## src/rtl/div_iter.sv

```systemverilog
// Iterative radix-2 restoring divider for DIV/DIVU, {HI=remainder, LO=quotient}.
// Optional macro DIV_ZERO_FAST_EN: a zero divisor skips the DIV iterations.
module div_iter #(
    parameter int DATA_W = 32
) (
    input  logic                  clk,
    input  logic                  rst,
    input  logic                  start,
    input  logic                  is_sign,
    input  logic                  annul,
    input  logic [DATA_W-1:0]     a,
    input  logic [DATA_W-1:0]     b,
    output logic                  busy,
    output logic                  ready,
    output logic [2*DATA_W-1:0]   result
);
    localparam int CNT_W = $clog2(DATA_W);
    localparam logic [CNT_W-1:0] CNT_LAST = CNT_W'(DATA_W - 1);

    typedef enum logic [1:0] {IDLE, DIV, DONE} state_t;

    state_t              state, state_nxt;
    logic [CNT_W-1:0]    cnt;
    logic [DATA_W-1:0]   rem, quo, dvs, dvd_raw;
    logic                sign_q, sign_r, dvs_zero;

    logic                accept, b_zero, last;
    logic [DATA_W:0]     shifted;
    logic [DATA_W-1:0]   diff, rem_nxt, quo_nxt, rem_fix, quo_fix;
    logic                ge;
    logic [2*DATA_W-1:0] fin_result;

    assign accept = (state == IDLE) && start && !annul;
    assign b_zero = (b == '0);
    assign last   = (cnt == CNT_LAST);

    // ---------------- FSM: state register ----------------
    always_ff @(posedge clk) begin
        if (rst) state <= IDLE;
        else     state <= state_nxt;
    end

    // ---------------- FSM: next state ----------------
    always_comb begin
        state_nxt = state;
        case (state)
            IDLE: if (accept) begin
`ifdef DIV_ZERO_FAST_EN
                state_nxt = b_zero ? DONE : DIV;
`else
                state_nxt = DIV;
`endif
            end
            DIV:  if (last) state_nxt = DONE;
            DONE: state_nxt = IDLE;
            default: state_nxt = IDLE;
        endcase
        if (annul) state_nxt = IDLE;
    end

    // ---------------- FSM: outputs ----------------
    always_comb begin
        busy  = accept || (state == DIV);
        ready = (state == DONE);
    end

    // One restoring step: the shifted partial remainder is DATA_W+1 bits wide,
    // but whenever the subtraction succeeds the difference fits in DATA_W bits.
    always_comb begin
        shifted = {rem, quo[DATA_W-1]};
        ge      = (shifted >= {1'b0, dvs});
        diff    = shifted[DATA_W-1:0] - dvs;
        rem_nxt = ge ? diff : shifted[DATA_W-1:0];
        quo_nxt = {quo[DATA_W-2:0], ge};
        rem_fix = sign_r ? -rem_nxt : rem_nxt;
        quo_fix = sign_q ? -quo_nxt : quo_nxt;
        fin_result = dvs_zero ? {dvd_raw, {DATA_W{1'b1}}} : {rem_fix, quo_fix};
    end

    // Result is written on the edge entering DONE so it is valid alongside ready.
    always_ff @(posedge clk) begin
        if (rst) begin
            cnt      <= '0;
            rem      <= '0;
            quo      <= '0;
            dvs      <= '0;
            dvd_raw  <= '0;
            sign_q   <= 1'b0;
            sign_r   <= 1'b0;
            dvs_zero <= 1'b0;
            result   <= '0;
        end else if (accept) begin
            cnt      <= '0;
            rem      <= '0;
            quo      <= (is_sign && a[DATA_W-1]) ? -a : a;
            dvs      <= (is_sign && b[DATA_W-1]) ? -b : b;
            dvd_raw  <= a;
            sign_q   <= is_sign && (a[DATA_W-1] ^ b[DATA_W-1]);
            sign_r   <= is_sign && a[DATA_W-1];
            dvs_zero <= b_zero;
`ifdef DIV_ZERO_FAST_EN
            if (b_zero) result <= {a, {DATA_W{1'b1}}};
`endif
        end else if (state == DIV && !annul) begin
            cnt <= cnt + CNT_W'(1);
            rem <= rem_nxt;
            quo <= quo_nxt;
            if (last) result <= fin_result;
        end
    end

endmodule

```

## config.mk

```make
export PLATFORM = sky130hd
export DESIGN_NAME = div_iter
export DESIGN_NICKNAME = d
export VERILOG_FILES = /design/src/rtl/div_iter.sv
export SDC_FILE = /design/constraint.sdc
export NUM_CORES = 1
export LEC_CHECK = 0
export ABC_AREA = 1
export CAP_MARGIN = 10
export CORE_AREA = 2 2 215 270
export DETAILED_ROUTE_END_ITERATION = 10
export DIE_AREA = 0 0 217 272
export HOLD_SLACK_MARGIN = 0.05
export SETUP_SLACK_MARGIN = 0.15
export SYNTH_ARGS = -nofsm -noshare
export SYNTH_HDL_FRONTEND = slang
export SYNTH_SLANG_ARGS = --single-unit
```

## constraint.sdc

```tcl
create_clock -name clk -period 7.5 [get_ports clk]
set_input_delay 0.75 -clock clk [delete_from_list [all_inputs] [get_ports clk]]
set_output_delay 0.75 -clock clk [all_outputs]
set_load 0.005 [all_outputs]
```

==> run metrics, run 1 <==
max_cap viols 0; wire length per cell approximately 17 um; residual overflow from global routing 0; clock sinks between 200 and 250; postcts setup bufs 0; Seq pwr share between 30% and 40%; number of port buffers 134; Via Count roughly 14,000; worst vdd ir 0.142 mV; post-route ant nets 0; Seq/Total Area, Yosys around 29%; Relative slew margins slightly below 30%; post-synth cell types 50; first-pass GRT wire length between 80,000 and 90,000 um; switch share about 37%; CTS Buf Count 23; Mapped Nets approximately 2,300; Slew Limit Fails 0; hold buffer count at CTS 0; post-cts sizing count 0; initial antenna violation count 0; Synth-to-Final Area Change 19.9%; Initial Util between 20% and 30%; Yosys reg bits ~200; Synth Flop Type dfxtp_1; DRT Pass-1 Iters 5; Slew @ Worst Pin ~1.1 ns; Pleak between 7 and 8 nW; syn_area_per_cell approximately 6.3 sq um; min Tclk post-route approximately 5.4 ns; final setup TNS 0 ns; Die W between 200 and 250 um; Synth top cells by count nand2_1 (549), inv_1 (314), dfxtp_1 (202), a21oi_1 (177), nor2_1 (163); Setup CP Type reg2reg; largest net degree at the start of global routing about 100; Synth top area share ~29%; Async SR Flop Fraction 0%; worst-skew pair later-pin latency roughly 0.55 ns; initial drt markers approximately 1,000; share of post-route cells with drive strength above 1 under 10%; RSZ-0062 raised after global routing false; Die Y around 270 um; Design Area, Final approximately 17,000 sq um; top-count cell post-synth nand2_1; period utilization approximately 71%; fin util between 20 and 30%; CTS H-tree lvls 1; PD cells between 150 and 200 nW/um^2; Remaining DRCs 0; clock-pin slew on the worst setup and hold paths approximately 0.060 ns; CP required approximately 8 ns; multi-input logic area 8250 sq um; final setup fails 0; post-DP HPWL around 40,000 um; combinational group share of total power between 20% and 30%; ant diodes 0; EDFF count, synth 0; Pint 0.00209 W; # nets final between 2,000 and 2,500; boundary pin count roughly 140; Yosys Warn Count 0; synthesized instance count between 2,000 and 2,500; area leader, netlist dfxtp_1; crit path DAT a little under 6 ns; # fillers approximately 6,300; status finished, final reports clean; Post-DP Area 16,000 sq um; GRT Util Overall ~18%; crit end category flip-flop; CTS tree done; full die area about 59,000 sq um; gpl congestion slightly below 1; Mapped Area about 14,000 sq um; Register Area between 4000 and 5000 sq um; clock share of power between 30 and 40%; Rows slightly below 100; Fin. Hold Viols 0; Clock Path Buffers 3; WL final roughly 53,000 um; hold crit path type reg2reg; worst-path fanout max between 40 and 50; Critical Path Source Type flip-flop; FMAX ~190 MHz; area of the core around 57,000 sq um; Sw Pwr between 0.001 and 0.0015 W; clk root buf clkbuf_16; vias per cell between 4 and 5; Fin Clk Skew 0.00797 ns; vias in the first global route roughly 14,000; FF-to-FF setup slack roughly 2.1 ns; top post-synthesis cells by area dfxtp_1 (29%), nand2_1 (15%), inv_1 (8.4%), a21oi_1 (6.3%), o21ai_0 (4.9%)
-- layout make-up --
type / count / share of cell area [%]
Inverter: 350 / 7.82
Tap cell: 750 / 5.59
Clock inverter: 15 / 1.01
Clock buffer: 27 / 3.75
Sequential cell: 202 / 24.1
Timing Repair Buffer: 149 / 8.63
Multi-Input combinational cell: 1563 / 49.1
-- per-stage QoR --
stage	power (W)	worst slack (ns)	hold slack (ns)	cells
floorplan	0.00183	3.93	0.427	2210
global placement	0.00212	2.26	0.443	3014
detailed placement	0.00212	2.16	0.450	3014
CTS	0.00333	2.14	0.461	3056
global route	0.00349	1.63	0.484	3056
finish	0.00331	2.14	0.462	3056
-- placed cells by master (no fill, tap or decap), types with 18 or more instances in the layout --
cell,n
inv_1,313
nand2_2,25
o21bai_1,18
inv_2,31
xor2_1,44
ha_1,38
o21ai_0,137
o211ai_1,33
nand4_1,28
dfxtp_1,202
clkdlybuf4s50_1,133
o21ai_1,26
o221ai_1,37
clkbuf_16,23
nand2_1,549
nor3_1,32
nand3_1,101
a21oi_1,177
nor2_1,161
-- power groups by stage --
stage	registers, W	logic [W]	clock network, W
4_1_cts	0.00114	0.000957	0.00123
3_3_place_gp	0.00117	0.000956	0
6_report	0.00114	0.000961	0.00120
2_1_floorplan	0.00116	0.000674	0
5_1_grt	0.00115	0.00107	0.00127
3_5_place_dp	0.00117	0.000953	0
-- sequential cells by signal (all words and copies together), names as in the netlist --
register and flops:
state 2, cnt 5, rem 32, sign_r 1, quo 32, result 64
sign_q 1, dvd_raw 32, dvs 32, dvs_zero 1
-- final timing paths --
path | from | to | cells after the start
setup / recovery | dvs[28]$_SDFFE_PP0P_ | result[28]$_SDFFE_PP0P_ | 21
hold / removal | dvd_raw[25]$_SDFFE_PP0P_ | dvd_raw[25]$_SDFFE_PP0P_ | 2
setup reg to reg | dvs[28]$_SDFFE_PP0P_ | result[28]$_SDFFE_PP0P_ | 21
hold reg to reg | dvd_raw[25]$_SDFFE_PP0P_ | dvd_raw[25]$_SDFFE_PP0P_ | 2
-- worst max-delay path: stages (launching register included) --
cell and delay [ns]:
dfxtp_1 0.31, inv_1 0.05, ha_1 0.34, a21oi_1 0.27, nand2_1 0.11, a21oi_1 0.17
nand2_1 0.11, nor2_4 0.59, nand2_4 0.50, inv_2 0.49, ha_1 0.26, nand3_1 0.12
nor3_1 0.30, nand4_1 0.16, nor2_1 0.19, inv_2 0.07, o31ai_1 0.34, o21ai_1 0.25
o21bai_1 0.22, xor2_1 0.16, o221ai_1 0.16, inv_1 0.06
-- cell families after synthesis --
kind of cell	Yosys count	synth area share (%)
AO/OA/AOI/OAI	489	20.4
AND/OR/NAND/NOR	975	31.0
flip-flops	202	28.9
adder cells (fa/ha/maj)	39	3.54
XOR/XNOR	60	3.75
buffers and inverters	445	12.4
-- metal layers --
layer  vias to the layer above  track usage [%]  routed length (um)
li1                       7393                -                   -
met1                      6542             21.3               22000
met2                       386             30.8               25300
met3                       103             1.51                2150
met4                         0             9.41                3030
met5                         -                0                   0
No activity file was read; power rests on OpenSTA's default activity.
==> run 2: changes to the inputs <==
- clock period: 7.5 -> 4.6 ns (I/O delays scaled with it)
==> run 2 against run 1 <==
Effect of this change: hold slack about the same; maximum frequency increased by 38%; global-route usage decreased by 0.38 points; utilization increased by 0.068 points; first-iteration DRC count decreased by 8.7%; sequential cell count unchanged; register-to-register slack got worse by 1.4 ns; largest power group unchanged.
==> run metrics, run 2 (synthesis results as in run 1) <==
Relative slew margins 27.6% (-1.3 points); # nets final 2,403 (+0.25%); worst-path fanout max 5 (-89%); RSZ-0062 raised after global routing false; GRT Util Overall 17.2% (-0.38 points); area of the core 56,600 sq um (unchanged); final setup TNS 0 ns (unchanged); initial antenna violation count 0 (unchanged); max FFs per register 64 (unchanged); Die Y 272 um (unchanged); final setup fails 0 (unchanged); first-pass GRT wire length 80,200 um (-1.9%); initial drt markers 953 (-8.7%); vias per cell 4.76 (+0.95%); Fin. Hold Viols 0 (unchanged); Pleak 7.76 nW (+0.54%); WL final 51,600 um (-1.7%); CTS H-tree lvls 1 (unchanged); PD cells 319 nW/um^2 (+62%); Pint 0.00345 W (+65%); post-DP HPWL 39,700 um (-1.2%); Worst Reg-to-Reg Cells 25 (+19%); clock share of power 36.0% (-0.3 points); share of post-route cells with drive strength above 1 7.88% (-0.054 points); switch share 35.8% (-0.97 points); ant diodes 0 (unchanged); combinational group share of total power 29.4% (+0.3 points); Hold Path Depth 2 (unchanged); # fillers 6,308 (+0.27%); crit path DAT 4.32 ns (-1.48 ns); period utilization 84.7% (+13 points); clock-pin slew on the worst setup and hold paths 0.06 ns (about the same); hold buffer count at CTS 0 (unchanged); Rows 98 (unchanged); boundary pin count 135 (unchanged); Slew Limit Fails 0 (unchanged); largest net degree at the start of global routing 69 (-30%); FF-to-FF setup slack 0.70 ns (-1.44 ns); Remaining DRCs 0 (unchanged); max_cap viols 0 (unchanged); post-route ant nets 0 (unchanged); gpl congestion 0.984 (about the same); most frequent cells in the layout nand2_1 (549), inv_1 (313), dfxtp_1 (202); commonest non-fill, non-tap cell in the layout nand2_1; Fin Clk Skew 0.0216 ns (+0.0136 ns); DRT Pass-1 Iters 6 (+1); vias in the first global route 13,965 (+0.32%); Setup CP Type reg2reg; Via Count 14,576 (+1.1%); clock sinks 202 (unchanged); hold crit path type reg2reg; CTS tree done; FMAX 257 MHz (+38%); worst vdd ir 0.239 mV (+69%); Seq pwr share 34.7% (about the same); fin util 29.7% (+0.068 points); wire length per cell 16.9 um (-1.8%); Largest Register result; number of port buffers 134 (unchanged); CTS Buf Count 23 (unchanged); Synth-to-Final Area Change 20.2%; Critical Path Source Type flip-flop; clk root buf clkbuf_16; crit end category flip-flop; Sw Pwr 0.00193 W (+58%); full die area 59,000 sq um (unchanged); Slew @ Worst Pin 1.09 ns (+0.0188 ns); Die W 217 um (unchanged); worst-skew pair later-pin latency 0.56 ns (about the same); Clock Path Buffers 3 (unchanged); CP required 5.03 ns (-2.91 ns); Initial Util 24.7% (unchanged); min Tclk post-route 3.90 ns (-1.46 ns); status finished, final reports clean; residual overflow from global routing 0 (unchanged)
## run 2: path summary, 6_finish.rpt
check	start	to
worst max-delay path	dvs[20]$_SDFFE_PP0P_	result[28]$_SDFFE_PP0P_
worst min-delay path	cnt[3]$_SDFFE_PP0P_	cnt[3]$_SDFFE_PP0P_
worst max register to register	dvs[20]$_SDFFE_PP0P_	result[28]$_SDFFE_PP0P_
worst min register to register	cnt[3]$_SDFFE_PP0P_	cnt[3]$_SDFFE_PP0P_
## run 2: power by group through the flow
stage,sequential [W],combinational [W],clock [W]
2_1_floorplan,0.00188,0.00110,0
3_3_place_gp,0.00190,0.00156,0
3_5_place_dp,0.00190,0.00156,0
4_1_cts,0.00186,0.00157,0.00197
5_1_grt,0.00187,0.00175,0.00203
6_report,0.00187,0.00158,0.00193
## run 2: critical path, stage by stage, from the launching register on
cell,delay [ns]
dfxtp_1,0.30
inv_1,0.05
ha_1,0.36
nand2_1,0.17
inv_1,0.06
nand2_1,0.06
nand2_1,0.10
nand2_1,0.09
nand2_1,0.06
nand2_1,0.07
nand2_1,0.08
nor2_4,0.12
nand2_4,0.10
inv_2,0.07
ha_1,0.17
nand3_1,0.12
nor3_2,0.21
nand4_1,0.16
nor2_1,0.20
inv_2,0.06
o31ai_1,0.31
o21ai_1,0.25
o21bai_1,0.23
xor2_1,0.15
o221ai_1,0.16
inv_1,0.07
## run 2: layer usage
metal	global-route usage, %	share of wire (%)	wire [um]
met5	0	0	0
met4	8.85	5.2	2690
met3	1.52	4.2	2150
met2	30.3	49	25100
met1	20.8	42	21600
## run 2: layout make-up
class | count | area, sq um | share of cell area, %
Clock inverter | 4 | 85.1 | 0.505
Sequential cell | 202 | 4040 | 24.0
Multi-Input combinational cell | 1563 | 8260 | 49.0
Tap cell | 750 | 938 | 5.57
Inverter | 350 | 1310 | 7.80
Timing Repair Buffer | 155 | 1510 | 8.95
Clock buffer | 35 | 691 | 4.10
## run 2: what timing repair did
item / in CTS / in global routing
resized for setup: 0 / 1
setup endpoints to repair: 0 / 1
buffers inserted: 0 / 0
## run 2: per-stage QoR
stage / hold WS (ns) / setup slack, ns / cell area [sq um] / std cells / total power, W
floorplan: 0.427 / 1.03 / 14000 / 2210 / 0.00298
global placement: 0.440 / 0.653 / 16100 / 3020 / 0.00346
detailed placement: 0.452 / 0.619 / 16100 / 3020 / 0.00346
CTS: 0.463 / 0.576 / 16800 / 3059 / 0.00540
global route: 0.484 / 0.198 / 16800 / 3059 / 0.00565
finish: 0.462 / 0.702 / 16800 / 3059 / 0.00538
==> run 3: changes to the inputs <==
- clock period: 4.6 -> 4 ns (I/O delays scaled with it)
==> run 3 against run 2 <==
Effect of this change: maximum frequency grew 10%; first-iteration DRC count grew 11%; hold slack lost 0.0048 ns; sequential cell count is the same; largest cell class unchanged; final area grew 0.86%; power grew 15%; worst setup slack lost 0.24 ns; die area is the same; critical path depth shrank 6; non-clock buffer count grew 18; clock power grew 12%; highest routed layer unchanged; via count grew 0.70%.
==> run metrics, run 3 (synthesis results as in run 1) <==
status finished, final reports clean; CTS Buf Count 24 (+4.3%); max FFs per register 64 (unchanged); Fin. Hold Viols 0 (unchanged); PD cells 363 nW/um^2 (+14%); crit end category flip-flop; Worst Reg-to-Reg Cells 19 (-24%); DRT Pass-1 Iters 6 (unchanged); Remaining DRCs 0 (unchanged); FF-to-FF setup slack 0.46 ns (-0.24 ns); full die area 59,000 sq um (unchanged); Largest stage delay, worst path 0.47 ns (+0.11 ns); reg2reg start dvs[0]$_SDFFE_PP0P_; initial antenna violation count 0 (unchanged); Rows 98 (unchanged); worst-path fanout max 5 (unchanged); Clock Path Buffers 3 (unchanged); Hold Path Depth 2 (unchanged); worst-skew pair later-pin latency 0.55 ns (about the same); Finished Layout Cells 3,080 (+0.69%); most frequent cell on the critical path nand2_1; hold buffer count at CTS 0 (unchanged); clock share of power 35.2% (-0.8 points); largest net degree at the start of global routing 98 (+42%); placed insts 3,038 (+0.60%); clk root buf clkbuf_16; most frequent cells in the layout nand2_1 (549), inv_1 (313), dfxtp_1 (202); Pint 0.00390 W (+13%); RR Endpoint result[43]$_SDFFE_PP0P_; Critical Path Source Type flip-flop; RSZ-0062 raised after global routing true; CP cell instances ha_1 -> inv_1 -> fa_1 -> nand3_1 -> nand3_1 -> nand2_1 -> nand2_1 -> xor2_1 -> nand2_1 -> nand2_1 -> nor2_2 -> nand2_2 -> inv_2 -> nand2_1 -> o21ai_2 -> xor2_1 -> nand2_1 -> nand2_1 -> a21oi_1; slowest CP cell fa_1; ant diodes 0 (unchanged); Sw Pwr 0.00226 W (+17%); Pleak 7.84 nW (+1.0%); Slew @ Worst Pin 1.01 ns (-0.0742 ns); crit path DAT 3.93 ns (-0.39 ns); pre-CTS WS 0.202 ns (-0.417 ns); M1 WL 22,200 um (+2.5%); wire length per cell 17.0 um (+1.0%); combinational group share of total power 30.0% (+0.6 points); WL final 52,500 um (+1.7%); vias per cell 4.77 (about the same); first-pass GRT wire length 81,700 um (+1.9%); clock-pin slew on the worst setup and hold paths 0.06 ns (about the same); Final Worst Setup Slack 0.458 ns (-0.244 ns); final setup fails 0 (unchanged); FMAX 282 MHz (+10%); GRT Util Overall 17.5% (+0.32 points); max_cap viols 0 (unchanged); Initial Util 24.7% (unchanged); commonest non-fill, non-tap cell in the layout nand2_1; Die Y 272 um (unchanged); period utilization 88.6% (+3.8 points); Hold Crit Start dvd_raw[17]$_SDFFE_PP0P_; number of port buffers 134 (unchanged); residual overflow from global routing 0 (unchanged); WL met2 25,900 um (+2.9%); Fin Clk Skew 0.0166 ns (-0.00501 ns); gpl congestion 0.960 (-2.5%); clock sinks 202 (unchanged); Largest Register result; Setup CP Type reg2reg; postcts setup bufs 0 (unchanged); hold crit path type reg2reg; initial drt markers 1,060 (+11%); # nets final 2,422 (+0.79%); Seq pwr share 34.8% (about the same); DR top layer met4; area of the core 56,600 sq um (unchanged); post-route ant nets 0 (unchanged); CTS tree done; worst hold path endpoint dvd_raw[17]$_SDFFE_PP0P_; Relative slew margins 32.6% (+5.0 points); switch share 36.7% (+0.87 points); final setup TNS 0 ns (unchanged); vias in the first global route 14,152 (+1.3%); CP required 4.39 ns (-0.64 ns); Die W 217 um (unchanged); post-cts sizing count 0 (unchanged); worst vdd ir 0.228 mV (-4.7%); Synth-to-Final Area Change 21.2%; Via Count 14,678 (+0.70%); Slew Limit Fails 0 (unchanged); DR WL met3 2080 um (-3.4%); post-DP HPWL 40,400 um (+1.7%); min Tclk post-route 3.54 ns (-0.356 ns); boundary pin count 135 (unchanged); CTS H-tree lvls 1 (unchanged); share of post-route cells with drive strength above 1 9.01% (+1.1 points)
run 3: changes by cell type in the layout (fill, tap and decap cells not counted), sizes merged:
cell      before  now
clkinv         7   13
buf           22   40
clkbuf        35   31
bufinv         2    1
inv          345  344
clkinvlp       0    3
run 3: worst max-delay path by stage:
stage,start,endpoint,slack (ns),depth (start not counted)
detailed placement,dvs[15]$_SDFFE_PP0P_,result[28]$_SDFFE_PP0P_,0.20,23
global placement,dvs[15]$_SDFFE_PP0P_,result[28]$_SDFFE_PP0P_,0.27,23
floorplan,dvs[23]$_SDFFE_PP0P_,result[28]$_SDFFE_PP0P_,0.43,24
finish,dvs[0]$_SDFFE_PP0P_,result[43]$_SDFFE_PP0P_,0.46,19
CTS,dvs[15]$_SDFFE_PP0P_,result[28]$_SDFFE_PP0P_,0.20,23
global route,dvs[8]$_SDFFE_PP0P_,result[28]$_SDFFE_PP0P_,0.09,25
run 3: critical path: cells and delay by family (launching register included):
family	cells	cell delay, ns
AO/OA/AOI/OAI	2	0.29
XOR/XNOR	2	0.44
buffers and inverters	2	0.13
adder cells (fa/ha/maj)	2	0.64
flip-flops	1	0.42
AND/OR/NAND/NOR	11	1.45
run 3: metrics by stage:
step | hold WS, ns | util, % | total power [W] | area (sq um)
floorplan | 0.427 | - | 0.00343 | 14000
global placement | 0.440 | 28.6 | 0.00401 | 16200
detailed placement | 0.447 | 28.6 | 0.00400 | 16200
CTS | 0.458 | 29.9 | 0.00618 | 16900
global route | 0.477 | 30.0 | 0.00650 | 17000
finish | 0.457 | 30.0 | 0.00616 | 17000
run 3: power groups by stage:
stage / Clock, W / Sequential, W / Combinational [W]
2_1_floorplan: 0 / 0.00217 / 0.00126
3_3_place_gp: 0 / 0.00218 / 0.00182
3_5_place_dp: 0 / 0.00219 / 0.00182
4_1_cts: 0.00222 / 0.00214 / 0.00183
5_1_grt: 0.00229 / 0.00215 / 0.00205
6_report: 0.00217 / 0.00214 / 0.00185
run 3: per-layer routing:
| metal | up-vias | global-route usage [%] |
|---|---|---|
| met5 | - | 0 |
| met4 | 0 | 7.82 |
| met3 | 98 | 1.66 |
| met2 | 366 | 31.4 |
| met1 | 6787 | 21.1 |
| li1 | 7427 | - |
run 3: final cells by class:
type	instances	area (sq um)
clock buffers	31	657
clock inverters	11	103
fillers	6292	39700
inverters	350	1310
multi-input cells	1563	8290
flip-flops and latches	202	4040
well taps	750	938
repair buffers	173	1640
